### src/rtl/char_seg_pkg.sv
// Shared 7-segment character font and reader FSM encoding.
// The font is the same table the 5-bit character encoder implements.
package char_seg_pkg;

    localparam int         CODE_W    = 5;
    localparam int         SEG_W     = 7;
    localparam int         FONT_N    = 32;
    localparam logic [6:0] SEG_BLANK = 7'h00;

    // Segments {a,b,c,d,e,f,g}, a = bit 6. Entry 26 ('S') deliberately repeats '5'.
    localparam logic [6:0] CHAR_FONT [0:31] = '{
        7'h7E, 7'h30, 7'h6D, 7'h79, 7'h33, 7'h5B, 7'h5F, 7'h70,
        7'h7F, 7'h7B, 7'h77, 7'h1F, 7'h4E, 7'h3D, 7'h4F, 7'h47,
        7'h5E, 7'h37, 7'h06, 7'h3C, 7'h0E, 7'h15, 7'h1D, 7'h67,
        7'h73, 7'h05, 7'h5B, 7'h0F, 7'h3E, 7'h3B, 7'h01, 7'h08
    };

    typedef enum logic [1:0] {
        IDLE   = 2'd0,
        SETTLE = 2'd1,
        LOOKUP = 2'd2,
        HOLD   = 2'd3
    } state_e;

endpackage

### src/rtl/seg_font_rom.sv
// Combinational reverse font lookup: segment pattern -> {hit, code}.
// The lowest matching font index wins when the table holds duplicates.
module seg_font_rom
    import char_seg_pkg::*;
(
    input  logic [SEG_W-1:0]  seg_i,
    output logic              hit_o,
    output logic [CODE_W-1:0] code_o
);

    // Descending scan: the last match written is the lowest index.
    always_comb begin
        hit_o  = 1'b0;
        code_o = '0;
        for (int i = FONT_N - 1; i >= 0; i--) begin
            if (seg_i == CHAR_FONT[i]) begin
                hit_o  = 1'b1;
                code_o = CODE_W'(i);
            end
        end
    end

endmodule

### src/rtl/seg7_char_reader.sv
// Debounces a 7-segment pattern, decodes it through the font table and
// offers the character code over valid/ready with character-change semantics.
module seg7_char_reader
    import char_seg_pkg::*;
#(
    parameter int STABLE_CYCLES = 4,
    parameter int DROP_W        = 8
) (
    input  logic              clk,
    input  logic              rst_n,
    input  logic [6:0]        seg_in,
    output logic [4:0]        code_out,
    output logic              code_err,
    output logic              code_valid,
    input  logic              code_ready,
    output logic              busy,
    output logic [DROP_W-1:0] drop_cnt
);

    localparam int             CNT_W    = $clog2(STABLE_CYCLES) + 1;
    localparam logic [CNT_W-1:0] CNT_LAST = CNT_W'(STABLE_CYCLES - 1);

    state_e              state_q, state_d;
    logic [SEG_W-1:0]    cap_q, cap_d;
    logic [SEG_W-1:0]    last_q, last_d;
    logic [SEG_W-1:0]    prev_q;
    logic [CNT_W-1:0]    cnt_q, cnt_d;
    logic [CODE_W-1:0]   code_q, code_d;
    logic                err_q, err_d;
    logic                valid_q, valid_d;
    logic                busy_q;
    logic [DROP_W-1:0]   drop_q, drop_d;

    logic                rom_hit;
    logic [CODE_W-1:0]   rom_code;
    logic                drop_evt;

    function automatic logic [DROP_W-1:0] sat_inc(input logic [DROP_W-1:0] v);
        return (&v) ? v : v + 1'b1;
    endfunction

    seg_font_rom u_rom (
        .seg_i  (cap_q),
        .hit_o  (rom_hit),
        .code_o (rom_code)
    );

    always_comb begin
        state_d = state_q;
        cap_d   = cap_q;
        last_d  = last_q;
        cnt_d   = cnt_q;
        code_d  = code_q;
        err_d   = err_q;
        valid_d = valid_q;
        case (state_q)
            IDLE: begin
                if (seg_in != last_q) begin
                    cap_d   = seg_in;
                    cnt_d   = '0;
                    state_d = SETTLE;
                end
            end
            SETTLE: begin
                if (seg_in != cap_q) begin
                    cap_d = seg_in;
                    cnt_d = '0;
                end else if (cnt_q == CNT_LAST) begin
                    // A settled blank re-arms repeat detection without emitting anything.
                    if (cap_q == SEG_BLANK) begin
                        last_d  = SEG_BLANK;
                        state_d = IDLE;
                    end else begin
                        state_d = LOOKUP;
                    end
                end else begin
                    cnt_d = cnt_q + 1'b1;
                end
            end
            LOOKUP: begin
                code_d  = rom_hit ? rom_code : '0;
                err_d   = ~rom_hit;
                valid_d = 1'b1;
                state_d = HOLD;
            end
            HOLD: begin
                if (valid_q && code_ready) begin
                    valid_d = 1'b0;
                    last_d  = cap_q;
                    state_d = IDLE;
                end
            end
            default: state_d = IDLE;
        endcase
    end

    // prev_q holds cap on the first HOLD cycle so a change during LOOKUP is still counted.
    assign drop_evt = (state_q == HOLD) && (seg_in != cap_q) && (seg_in != prev_q);
    assign drop_d   = drop_evt ? sat_inc(drop_q) : drop_q;

    always_ff @(posedge clk or negedge rst_n) begin
        if (!rst_n) begin
            state_q <= IDLE;
            cap_q   <= '0;
            last_q  <= '0;
            prev_q  <= '0;
            cnt_q   <= '0;
            code_q  <= '0;
            err_q   <= 1'b0;
            valid_q <= 1'b0;
            busy_q  <= 1'b0;
            drop_q  <= '0;
        end else begin
            state_q <= state_d;
            cap_q   <= cap_d;
            last_q  <= last_d;
            prev_q  <= (state_q == HOLD) ? seg_in : cap_q;
            cnt_q   <= cnt_d;
            code_q  <= code_d;
            err_q   <= err_d;
            valid_q <= valid_d;
            busy_q  <= (state_d != IDLE);
            drop_q  <= drop_d;
        end
    end

    assign code_out   = code_q;
    assign code_err   = err_q;
    assign code_valid = valid_q;
    assign busy       = busy_q;
    assign drop_cnt   = drop_q;

endmodule

### config.mk
export PLATFORM = sky130hd
export DESIGN_NAME = seg7_char_reader
export DESIGN_NICKNAME = d
export VERILOG_FILES = /design/src/rtl/char_seg_pkg.sv /design/src/rtl/seg_font_rom.sv /design/src/rtl/seg7_char_reader.sv
export SDC_FILE = /design/constraint.sdc
export NUM_CORES = 1
export LEC_CHECK = 0
export ABC_AREA = 1
export BUFFER_PORTS_ARGS = -buffer_cell sky130_fd_sc_hd__buf_2
export CAP_MARGIN = 30
export CORE_MARGIN = 5
export CORE_UTILIZATION = 47
export DETAILED_ROUTE_END_ITERATION = 7
export PLACE_DENSITY = 0.71
export SLEW_MARGIN = 15
export SYNTH_ARGS = -nofsm -noshare
export SYNTH_HDL_FRONTEND = slang
export SYNTH_SLANG_ARGS = --single-unit
export TNS_END_PERCENT = 1
### constraint.sdc
create_clock -name clk -period 1.8 [get_ports clk]
set_input_delay 0.27 -clock clk [delete_from_list [all_inputs] [get_ports clk]]
set_output_delay 0.27 -clock clk [all_outputs]
set_load 0.005 [all_outputs]
==> results of run 1 <==
-- through the flow --
stage / total power, mW / setup TNS, ps / hold slack [ps] / cells
floorplan: 1.47 / 0 / -25.6 / 318
global placement: 1.67 / 0 / 255 / 427
detailed placement: 1.69 / -24.0 / 264 / 427
CTS: 2.43 / 0 / 250 / 437
global route: 2.59 / -2070 / 253 / 446
finish: 2.44 / -68.9 / 257 / 446
-- worst max-delay path, delay by kind of cell (launching register included) --
kind	cells	cell delay (ps)
and+or+nand+nor	4	460
DFF	1	450
buffers and inverters	2	360
AOI/OAI and AO/OA	2	330
xor gates and xnor gates	1	150
-- sequential cells by signal, indices dropped and copies added (netlist names), 2 cells and up --
signal	count
cap_q	7
drop_cnt	8
code_out	5
prev_q	7
state_q	2
last_q	7
cnt_q	3
-- per-layer routing --
| metal | global-route usage (%) | vias to the layer above | wire, um |
|---|---|---|---|
| met4 | 7.81 | 0 | 170 |
| li1 | - | 1152 | - |
| met3 | 3.69 | 15 | 293 |
| met5 | 0 | - | 0 |
| met1 | 23.4 | 1091 | 2600 |
| met2 | 30.0 | 76 | 2880 |
-- cell families (layout without fill, tap and decap cells) --
family	Yosys count	after routing	synth area share, %
compound gates	47	48	11.3
xor+xnor	24	24	8.53
fa+ha+maj	3	3	1.52
buf+inv	51	108	8.68
flops	42	42	42.6
mux	2	2	0.914
simple gates	149	149	26.4
-- cell type report --
class / count / area, sq um / share of cell area, %
Timing Repair Buffer: 59 / 399 / 13.0
Clock buffer: 5 / 68.8 / 2.24
Multi-Input combinational cell: 226 / 1260 / 41.1
Sequential cell: 42 / 1060 / 34.5
Inverter: 41 / 154 / 5.01
Tap cell: 70 / 87.6 / 2.85
Clock inverter: 3 / 40.0 / 1.30
-- cell usage in the layout (no fill, tap or decap), types with 3 or more instances in the layout --
master,instances
sky130_fd_sc_hd__nand3_1,13
sky130_fd_sc_hd__buf_2,25
sky130_fd_sc_hd__nand2_1,64
sky130_fd_sc_hd__a21oi_1,4
sky130_fd_sc_hd__buf_4,31
sky130_fd_sc_hd__o21ai_1,15
sky130_fd_sc_hd__clkbuf_8,5
sky130_fd_sc_hd__dfrtp_1,36
sky130_fd_sc_hd__dfrtp_2,6
sky130_fd_sc_hd__o22ai_1,3
sky130_fd_sc_hd__nand2_2,4
sky130_fd_sc_hd__inv_1,39
sky130_fd_sc_hd__o21ai_0,13
sky130_fd_sc_hd__nor3_1,13
sky130_fd_sc_hd__nor3_2,4
sky130_fd_sc_hd__nor2_1,36
sky130_fd_sc_hd__xor2_1,17
sky130_fd_sc_hd__ha_1,3
sky130_fd_sc_hd__xnor2_1,7
sky130_fd_sc_hd__nand4_1,8
-- how the worst min path moves through the flow --
stage,to,startpoint,slack [ps]
floorplan,busy$_DFF_PN0_,rst_n,-30
CTS,code_valid$_DFFE_PN0P_,code_ready,250
finish,code_valid$_DFFE_PN0P_,code_ready,260
global placement,last_q[4]$_DFFE_PN0P_,rst_n,260
detailed placement,prev_q[4]$_DFF_PN0_,rst_n,260
global route,code_valid$_DFFE_PN0P_,code_ready,250
-- report_power, final --
group / switching [mW] / leakage (nW) / internal [mW]
Combinational: 0.277 / 0.948 / 0.246
Sequential: 0.110 / 0.513 / 1.08
Clock: 0.320 / 0.0579 / 0.408
-- what timing repair did --
action	in CTS	in global routing
pin swaps	0	3
hold endpoints to repair	19	0
hold buffers	1	0
gates cloned	0	1
endpoints found under the setup margin	3	31
resized for setup	0	29
setup buffers	1	8
==> summary.log, run 1 <==
[floorplan] number of placed I/O pins 26
[critical_path] Setup crit end kind flip-flop
[synth] area share of the largest cell type after synthesis 42.6%
[synth] most repeated cell in the gate-level netlist after synthesis sky130_fd_sc_hd__nand2_1
[timing] normalized max-slew margin 67.2%
[timing] number of hold-slack violations in the final timing report 0
[placement] DPL Wire Length 4280 um
[run_status] violated checks negative setup slack
[synth] proportion of register bits with asynchronous set or reset after synthesis 100%
[synth] main area contributors after synthesis sky130_fd_sc_hd__dfrtp_1 43%, sky130_fd_sc_hd__nand2_1 10%, sky130_fd_sc_hd__inv_1 6.1%
[drt] Post-route DRC 0
[run_status] run status finished, violations left
[timing] Worst Skew 3.23 ps
[critical_path] Worst Path Max Fanout 7
[drt] routed wire length 5940 um
[min_path] Tightest Hold Check Type primary input to flip-flop
[critical_path] stage delay of the slowest cell on the critical path 450 ps
[timing] post-layout minimum cycle time 1820 ps
[pwr] maximum resistive drop on vdd 369 uV
[timing] post-route clock period utilization 101%
[timing] fin. max-slew vios 0
[synth] Syn Inst Count 318
[clocking] TritonCTS clock tree yes
[critical_path] Reg-to-Reg End last_q[2]$_DFFE_PN0P_
[critical_path] cell type with the highest occurrence count on the critical path sky130_fd_sc_hd__buf_4
[critical_path] data arrival time of the critical path 2030 ps
[timing] final setup margin -21.8 ps
[timing] slew at the pin closest to its max-slew limit 493 ps
[synth] portion of the post-synthesis area used by sequential elements 42.6%
[placement] final weighted congestion of routability-driven global placement 0.982
[drt] total number of vias 2334
[grt] pin count of the biggest net entering global routing 24
[synth] net count of the mapped netlist 331
[placement] total cell area at the placement stage 2810 sq um
[placement] post-place setup slack -17.1 ps
[synth] Avg Synthesized Cell Area 7.75 sq um
[clocking] Clock transition at path regs 80 ps
[synth] flop and latch count out of synthesis 42
[timing] FMAX 0.549 GHz
[flow_run] # Max-Cap Violations 0
[synth] cell area after technology mapping 2460 sq um
[synth] synth unique cells 33
[clocking] Worst-Skew Late Latency 290 ps
[clocking] buffers from clock root to sink, at most 2
[clocking] cts bufs inserted 5
[critical_path] CP cell instances buf_4, xor2_1, nor2_1, nand2_1, nor4_4, buf_4, o211a_4, nand3_1, o21ai_1
[synth] cell type with the largest total area after synthesis sky130_fd_sc_hd__dfrtp_1
[critical_path] register-to-register path setup slack -20 ps
[drt] number of search-and-repair iterations in the first detailed-routing pass 4
[pwr] Power per Cell Area 793 nW/um^2
[clocking] Num Clock Sinks 42
[critical_path] CP startpoint cap_q[3]$_DFFE_PN0P_
[placement] input/output buffers 25
[min_path] cell depth of the worst min-delay path 4
[timing] count of endpoints failing setup in the final report 5
[finish] FILL cells 463
[critical_path] CP required 2010 ps
[synth] Post-synth EDFFs 0
[drt] final routed wire length divided by cell count 13.3 um
[finish] layout-stage area growth over the synthesis result 24.6%
[finish] ratio of cells with drive above 1 in the final layout 24.7%
[synth] top flip-flop cell by instance count after synthesis sky130_fd_sc_hd__dfrtp_1
[finish] final cell area excluding filler cells 3070 sq um
[synth] most frequent cells after synthesis 68 x sky130_fd_sc_hd__nand2_1, 42 x sky130_fd_sc_hd__dfrtp_1, 40 x sky130_fd_sc_hd__inv_1, 37 x sky130_fd_sc_hd__nor2_1, 21 x sky130_fd_sc_hd__o21ai_0
[finish] layout net count 388
[drt] antenna-violating nets left 0
[critical_path] Register-to-Register Path Depth 9
[drt] detailed router's first-iteration violation count 184
[critical_path] kind of critical path flip-flop to flip-flop
[floorplan] horizontal extent of the die 82.4 um
[synth] count of warnings emitted by yosys 0
[grt] number of antenna violations at the first check in global routing 0
[grt] global-route wire length before repair 9680 um
[floorplan] Initial Util 48.3%
[clocking] CTS H-tree lvls 2
[timing] setup repair after global routing missed its margin yes
[grt] overall fraction of global-route tracks in use 18.3%
[critical_path] worst r2r src cap_q[3]$_DFFE_PN0P_
[critical_path] CP Capture Point last_q[2]$_DFFE_PN0P_
[finish] Final Core Density 60.1%
[drt] average via count per standard cell 5.23
[finish] number of antenna cells inserted 0
[floorplan] floorplan core area 5110 sq um
[critical_path] cell with the biggest individual delay on the critical path sky130_fd_sc_hd__dfrtp_2
[pwr] leakage dissipation 1.52 nW
[grt] via count of the first global-routing pass 2211
[critical_path] crit path launch type flip-flop
[grt] total congestion overflow after global routing 0
[floorplan] die boundary height 82.4 um
[floorplan] die outline area 6790 sq um
[clocking] Root Buffer Master sky130_fd_sc_hd__clkbuf_8
[floorplan] total number of placement rows 26
Note: power is estimated with default switching activity, not from simulation.
==> inputs of run 2 (changes only) <==
--- a/config.mk
+++ b/config.mk
@@ -5,13 +5,12 @@
 export SDC_FILE = /design/constraint.sdc
 export NUM_CORES = 1
 export LEC_CHECK = 0
-export ABC_AREA = 1
 export BUFFER_PORTS_ARGS = -buffer_cell sky130_fd_sc_hd__buf_2
 export CAP_MARGIN = 30
 export CORE_MARGIN = 5
 export CORE_UTILIZATION = 47
 export DETAILED_ROUTE_END_ITERATION = 7
-export PLACE_DENSITY = 0.71
+export PLACE_DENSITY = 0.7
 export SLEW_MARGIN = 15
 export SYNTH_ARGS = -nofsm -noshare
 export SYNTH_HDL_FRONTEND = slang
==> summary.log, run 2 <==
[critical_path] data arrival time of the critical path 2090 ps [+60 ps]
[drt] total number of vias 2469 [+5.8%]
[pwr] Power per Cell Area 1120 nW/um^2 [+41%]
[timing] post-route clock period utilization 103% [+1.9 points]
[finish] ratio of cells with drive above 1 in the final layout 37.4% [+13 points]
[synth] share of synthesized cell area in full adder, half adder and majority cells 1.33% [-0.20 points]
[finish] flip-flop count of the largest register after layout 8 [unchanged]
[synth] net count of the mapped netlist 300 [-9.4%]
[min_path] Tightest Hold Check Type primary input to async pin
[synth] parity-gate share of the synthesized area counting xor and xnor cells 9.29% [+0.76 points]
[drt] routed wire length 6990 um [+18%]
[timing] fin. max-slew vios 0 [unchanged]
[clocking] TritonCTS clock tree yes
[timing] final setup margin -56.2 ps [-34.4 ps]
[drt] routed wl met2 3290 um [+14%]
[synth] cell type with the largest total area after synthesis sky130_fd_sc_hd__dfrtp_1
[floorplan] horizontal extent of the die 87.6 um [+6.2%]
[synth] mux share of post-synthesis cell area 7.92% [+7.0 points]
[synth] portion of the post-synthesis area used by sequential elements 37.2% [-5.5 points]
[critical_path] Worst Path Max Fanout 8 [+1]
[clocking] hold-fix buffer count after cts 0 [-1]
[grt] number of antenna violations at the first check in global routing 0 [unchanged]
[clocking] Worst-Skew Late Latency 290 ps [about the same]
[critical_path] CP Capture Point code_out[4]$_DFFE_PN0P_
[floorplan] total number of placement rows 28 [+7.7%]
[critical_path] Setup crit end kind flip-flop
[grt] global-route wire length before repair 11500 um [+19%]
[timing] WHS 25.8 ps [-231 ps]
[placement] DPL Wire Length 4990 um [+17%]
[finish] highest-count cells in the layout ignoring fill and taps 48 x sky130_fd_sc_hd__buf_4, 40 x sky130_fd_sc_hd__dfrtp_1, 25 x sky130_fd_sc_hd__xor2_1, 25 x sky130_fd_sc_hd__buf_2, 21 x sky130_fd_sc_hd__nand2_1
[pwr] leakage dissipation 1.56 nW [+2.8%]
[synth] flop and latch count out of synthesis 42 [unchanged]
[synth] most frequent cells after synthesis 42 x sky130_fd_sc_hd__dfrtp_1, 25 x sky130_fd_sc_hd__xor2_1, 23 x sky130_fd_sc_hd__nand2_1, 17 x sky130_fd_sc_hd__buf_2, 13 x sky130_fd_sc_hd__nand3_1
[finish] number of antenna cells inserted 0 [unchanged]
[placement] final weighted congestion of routability-driven global placement 0.893 [-9.1%]
[critical_path] CP startpoint cap_q[5]$_DFFE_PN0P_
[synth] top flip-flop cell by instance count after synthesis sky130_fd_sc_hd__dfrtp_1
[timing] FMAX 0.539 GHz [-1.9%]
[drt] antenna-violating nets left 0 [unchanged]
[drt] met3 wire len 324 um [+11%]
[floorplan] number of placed I/O pins 26 [unchanged]
[critical_path] crit path launch type flip-flop
[synth] post-synthesis compound-gate area fraction 15.2% [+3.9 points]
[floorplan] die boundary height 87.6 um [+6.2%]
[timing] normalized max-slew margin 64.6% [-2.6 points]
[synth] synth unique cells 66 [+100%]
[clocking] Num Clock Sinks 42 [unchanged]
[drt] number of search-and-repair iterations in the first detailed-routing pass 4 [unchanged]
[synth] cell area after technology mapping 2830 sq um [+15%]
[synth] share of synthesized cell area in and, or, nand and nor gates 22.7% [-3.7 points]
[grt] pin count of the biggest net entering global routing 43 [+79%]
[synth] count of warnings emitted by yosys 0 [unchanged]
[floorplan] Initial Util 48.0% [-0.22 points]
[drt] detailed router's first-iteration violation count 138 [-25%]
[critical_path] worst r2r src cap_q[5]$_DFFE_PN0P_
[finish] layout net count 357 [-8.0%]
[synth] most repeated cell in the gate-level netlist after synthesis sky130_fd_sc_hd__dfrtp_1
[drt] average via count per standard cell 5.88 [+12%]
[drt] final routed wire length divided by cell count 16.6 um [+25%]
[floorplan] die outline area 7670 sq um [+13%]
[grt] total congestion overflow after global routing 0 [unchanged]
[finish] layout-stage area growth over the synthesis result 25.5%
[timing] post-layout minimum cycle time 1860 ps [+34.4 ps]
[pwr] sum of internal, switching and leakage power 3.96 mW [+63%]
[synth] area share of the largest cell type after synthesis 37.2% [-5.5 points]
[critical_path] register-to-register path setup slack -60 ps [-30 ps]
[flow_run] # Max-Cap Violations 0 [unchanged]
[critical_path] CP required 2040 ps [+30 ps]
[timing] count of endpoints failing setup in the final report 4 [-1]
[timing] slew at the pin closest to its max-slew limit 532 ps [+39.2 ps]
[floorplan] floorplan core area 5890 sq um [+15%]
[synth] proportion of register bits with asynchronous set or reset after synthesis 100% [unchanged]
[drt] Highest Signal Layer met4
[timing] setup repair after global routing missed its margin yes
[clocking] CTS H-tree lvls 2 [unchanged]
[run_status] violated checks negative setup slack
[critical_path] kind of critical path flip-flop to flip-flop
[synth] Avg Synthesized Cell Area 9.85 sq um [+27%]
[timing] Worst Skew 3.56 ps [+0.335 ps]
[clocking] Root Buffer Master sky130_fd_sc_hd__clkbuf_8
[drt] Post-route DRC 0 [unchanged]
[critical_path] Register-to-Register Path Depth 6 [-3]
[finish] most common cell after layout, fill and taps aside sky130_fd_sc_hd__buf_4
[run_status] run status finished, violations left
[drt] wire length on met1 3210 um [+23%]
[clocking] cts bufs inserted 5 [unchanged]
[placement] input/output buffers 25 [unchanged]
[critical_path] Reg-to-Reg End code_out[4]$_DFFE_PN0P_
[grt] via count of the first global-routing pass 2408 [+8.9%]
[pwr] maximum resistive drop on vdd 888 uV [+140%]
[synth] combinational family with the most area after synthesis simple AND/OR/NAND/NOR gates
[synth] Post-synth EDFFs 0 [unchanged]
[synth] Syn Inst Count 287 [-9.7%]
[grt] overall fraction of global-route tracks in use 18.9% [+0.60 points]
[synth] main area contributors after synthesis sky130_fd_sc_hd__dfrtp_1 37%, sky130_fd_sc_hd__xor2_1 7.7%, sky130_fd_sc_hd__mux2_2 3.6%
[clocking] buffers from clock root to sink, at most 2 [unchanged]
[timing] number of hold-slack violations in the final timing report 0 [unchanged]
[clocking] Clock transition at path regs 80 ps [about the same]
==> run 2: cell types whose count changed after synthesis, sizes merged, moves of 8 or more <==
cell	before	now
nor2	38	9
buf	4	24
inv	41	5
xor2	17	25
nand2	68	23
a22o	0	10
mux2	2	18
o21ai	29	6
==> run 2: report_power, final <==
| part | switching (mW) | internal (mW) | total, mW |
|---|---|---|---|
| registers | 0.242 | 1.19 | 1.44 |
| logic | 0.880 | 0.907 | 1.79 |
| clock network | 0.322 | 0.415 | 0.738 |
==> run 2: worst min path at each step <==
stage,end
after global routing,code_out[0]$_DFFE_PN0P_
final,code_out[0]$_DFFE_PN0P_
after detailed placement,code_out[0]$_DFFE_PN0P_
after global placement,code_out[0]$_DFFE_PN0P_
after CTS,cap_q[4]$_DFFE_PN0P_
after floorplan,busy$_DFF_PN0_
==> run 2: logic make-up (layout without fill, tap and decap cells) <==
group / count (synthesis) / count (layout)
and+or+nand+nor: 105 / 105
AOI/OAI and AO/OA: 55 / 55
DFF: 42 / 42
buffers and inverters: 33 / 91
xor gates and xnor gates: 30 / 30
muxes: 19 / 19
adders and majority gates: 3 / 3
==> run 2: worst max-delay path: stages (launching register included) <==
cell	delay, ps
sky130_fd_sc_hd__dfrtp_1	420
sky130_fd_sc_hd__buf_6	150
sky130_fd_sc_hd__or4b_4	520
sky130_fd_sc_hd__or2_1	250
sky130_fd_sc_hd__a31o_1	200
sky130_fd_sc_hd__nand4_1	100
sky130_fd_sc_hd__mux2_4	160
==> run 2: repair_timing <==
item	CTS	global route
setup buffers	3	1
setup endpoints to repair	22	30
gates resized for setup	12	20
pin swaps	3	4
==> run 2: area by class of cell <==
class                   count  area [sq um]
well taps                  75          93.8
flip-flops and latches     42          1050
repair buffers             78           568
clock buffers               7          76.3
multi-input cells         212          1710
clock inverters             1          30.0
fillers                   504          2340
inverters                   5          18.8
==> run 2: stage by stage <==
stage	setup WS [ps]	cell area [sq um]	setup TNS, ps	util [%]	instances
global placement	-113	3290	-1530	55.9	408
CTS	-57.3	3460	-298	58.8	419
global route	-127	3550	-1620	60.3	420
floorplan	4.93	2830	0	-	287
detailed placement	-102	3290	-1480	55.9	408
finish	-56.2	3550	-115	60.3	420
==> run 2: per-layer routing <==
metal,GRT usage (%),vias to the layer above
met4,7.11,0
li1,-,1175
met2,29.5,75
met5,0,-
met3,2.92,17
met1,26.6,1202
==> inputs of run 3 (changes only) <==
--- a/config.mk
+++ b/config.mk
@@ -5,12 +5,13 @@
 export SDC_FILE = /design/constraint.sdc
 export NUM_CORES = 1
 export LEC_CHECK = 0
+export ABC_AREA = 1
 export BUFFER_PORTS_ARGS = -buffer_cell sky130_fd_sc_hd__buf_2
 export CAP_MARGIN = 30
 export CORE_MARGIN = 5
 export CORE_UTILIZATION = 47
 export DETAILED_ROUTE_END_ITERATION = 7
-export PLACE_DENSITY = 0.7
+export PLACE_DENSITY = 0.69
 export SLEW_MARGIN = 15
 export SYNTH_ARGS = -nofsm -noshare
 export SYNTH_HDL_FRONTEND = slang
==> summary.log, run 3 (synthesis results as in run 1) <==
[finish] Final Core Density 58.1% [-2.3 points]
[timing] Worst Skew 6.08 ps [+2.52 ps]
[drt] Post-route DRC 0 [unchanged]
[clocking] cts bufs inserted 5 [unchanged]
[drt] detailed router's first-iteration violation count 132 [-4.3%]
[critical_path] Worst Path Max Fanout 14 [+6]
[grt] total congestion overflow after global routing 0 [unchanged]
[finish] final cell area excluding filler cells 2970 sq um [-16%]
[timing] count of endpoints failing setup in the final report 0 [-4]
[grt] number of antenna violations at the first check in global routing 0 [unchanged]
[clocking] TritonCTS clock tree yes
[placement] DPL Wire Length 4290 um [-14%]
[grt] busiest grt layer met2
[floorplan] floorplan core area 5110 sq um [-13%]
[drt] average via count per standard cell 5.21 [-11%]
[floorplan] total number of placement rows 26 [-7.1%]
[grt] global-route wire length before repair 9670 um [-16%]
[grt] pin count of the biggest net entering global routing 43 [unchanged]
[placement] post-place setup slack -40.4 ps [+61.5 ps]
[drt] antenna-violating nets left 0 [unchanged]
[finish] number of antenna cells inserted 0 [unchanged]
[clocking] hold-fix buffer count after cts 0 [unchanged]
[timing] normalized max-slew margin 64.3% [-0.27 points]
[finish] most common cell after layout, fill and taps aside sky130_fd_sc_hd__nand2_1
[timing] slew at the pin closest to its max-slew limit 536 ps [+4.06 ps]
[finish] layout-stage area growth over the synthesis result 20.3%
[floorplan] number of placed I/O pins 26 [unchanged]
[timing] fin. max-slew vios 0 [unchanged]
[grt] M1 GR Usage 23.9% [-2.8 points]
[timing] post-route clock period utilization 98.1% [-5.0 points]
[floorplan] horizontal extent of the die 82.4 um [-5.9%]
[finish] layout net count 375 [+5.0%]
[critical_path] Reg-to-Reg End last_q[0]$_DFFE_PN0P_
[critical_path] register-to-register path setup slack 30 ps [+90 ps]
[clocking] Clock transition at path regs 80 ps [about the same]
[min_path] Tightest Hold Check Type primary input to async pin
[pwr] leakage dissipation 1.45 nW [-7.1%]
[timing] post-layout minimum cycle time 1770 ps [-90.0 ps]
[grt] via count of the first global-routing pass 2152 [-11%]
[critical_path] worst r2r src cap_q[2]$_DFFE_PN0P_
[critical_path] Setup crit end kind flip-flop
[placement] total cell area at the placement stage 2770 sq um [-16%]
[clocking] CTS H-tree lvls 2 [unchanged]
[timing] final setup margin 33.9 ps [+90.0 ps]
[finish] FILL cells 489 [-3.0%]
[floorplan] die boundary height 82.4 um [-5.9%]
[finish] flip-flop count of the largest register after layout 8 [unchanged]
[timing] FMAX 0.566 GHz [+5.1%]
[critical_path] data arrival time of the critical path 1970 ps [-120 ps]
[drt] final routed wire length divided by cell count 13.3 um [-20%]
[run_status] run status finished clean
[placement] input/output buffers 25 [unchanged]
[pwr] Power per Cell Area 814 nW/um^2 [-27%]
[critical_path] crit path launch type flip-flop
[timing] setup repair after global routing missed its margin yes
[grt] overall fraction of global-route tracks in use 18.6% [-0.32 points]
[timing] number of hold-slack violations in the final timing report 0 [unchanged]
[clocking] buffers from clock root to sink, at most 2 [unchanged]
[drt] total number of vias 2255 [-8.7%]
[grt] global-route met2 utilization 30.3% [+0.77 points]
[finish] ratio of cells with drive above 1 in the final layout 22.6% [-15 points]
[pwr] maximum resistive drop on vdd 355 uV [-60%]
[critical_path] CP startpoint cap_q[2]$_DFFE_PN0P_
[grt] met3 GRT Util 3.36% [+0.45 points]
[critical_path] CP required 2010 ps [-30 ps]
[clocking] Num Clock Sinks 42 [unchanged]
[floorplan] die outline area 6790 sq um [-11%]
[clocking] Root Buffer Master sky130_fd_sc_hd__clkbuf_8
[drt] number of search-and-repair iterations in the first detailed-routing pass 4 [unchanged]
[drt] routed wire length 5770 um [-17%]
[critical_path] kind of critical path flip-flop to flip-flop
[clocking] Worst-Skew Late Latency 290 ps [about the same]
[finish] highest-count cells in the layout ignoring fill and taps 64 x sky130_fd_sc_hd__nand2_1, 38 x sky130_fd_sc_hd__inv_1, 37 x sky130_fd_sc_hd__dfrtp_1
[timing] setup_tns 0 ps [+115 ps]
[critical_path] Register-to-Register Path Depth 9 [+3]
[placement] final weighted congestion of routability-driven global placement 0.906 [+1.6%]
[flow_run] # Max-Cap Violations 0 [unchanged]
[floorplan] Initial Util 48.3% [+0.22 points]
[run 3: changes by cell type in the layout (fill, tap and decap cells not counted), moves of 8 or more]
cell,before,now
sky130_fd_sc_hd__nand2_1,21,64
sky130_fd_sc_hd__inv_1,5,38
sky130_fd_sc_hd__buf_4,48,20
sky130_fd_sc_hd__nor2_1,9,35
sky130_fd_sc_hd__o21ai_0,4,19
sky130_fd_sc_hd__a22o_1,10,0
sky130_fd_sc_hd__mux2_4,10,0
sky130_fd_sc_hd__xor2_1,25,16
sky130_fd_sc_hd__nor3_1,7,15
[run 3: worst max path at each step]
stage | end
after floorplan | drop_cnt[1]$_DFFE_PN0P_
after global placement | code_err$_DFFE_PN0P_
after detailed placement | code_err$_DFFE_PN0P_
after CTS | last_q[0]$_DFFE_PN0P_
after global routing | code_out[0]$_DFFE_PN0P_
final | last_q[0]$_DFFE_PN0P_
[run 3: layer usage]
metal,wire length (um),vias up,part of all wire [%]
li1,-,1120,-
met1,2590,1048,45
met2,2730,70,47
met3,295,17,5.1
met4,153,0,2.7
met5,0,-,0
[run 3: layout make-up]
cell class | count | area (sq um) | area share [%]
clock buffers | 7 | 76.3 | 2.57
repair buffers | 47 | 298 | 10.0
multi-input cells | 225 | 1260 | 42.6
clock inverters | 1 | 30.0 | 1.01
well taps | 70 | 87.6 | 2.95
inverters | 41 | 154 | 5.19
flip-flops and latches | 42 | 1060 | 35.7
[run 3: power by group]
part | internal [mW] | leakage [nW] | switching [mW]
Clock | 0.415 | 0.0524 | 0.324
Sequential | 1.08 | 0.514 | 0.113
Combinational | 0.223 | 0.884 | 0.262
[run 3: repair_timing]
item,CTS,global route
pin swaps,0,1
setup endpoints to repair,4,27
resized for setup,2,25
setup buffers,0,2
[run 3: worst max-delay path: stages, from the launching register on]
cell,delay (ps)
sky130_fd_sc_hd__dfrtp_2,450
sky130_fd_sc_hd__inv_2,80
sky130_fd_sc_hd__nor2_1,40
sky130_fd_sc_hd__nor3_1,180
sky130_fd_sc_hd__nand2_1,120
sky130_fd_sc_hd__nor4_4,180
sky130_fd_sc_hd__buf_4,190
sky130_fd_sc_hd__o211a_4,250
sky130_fd_sc_hd__nand3_1,80
sky130_fd_sc_hd__o21ai_0,100
[run 3: metrics by stage]
step	hold slack, ps	power [mW]	cells
3_5_place_dp	379	1.67	423
6_report	39.9	2.41	433
3_3_place_gp	370	1.66	423
4_1_cts	58.4	2.41	431
5_1_grt	83.6	2.56	433
2_1_floorplan	-25.6	1.47	318
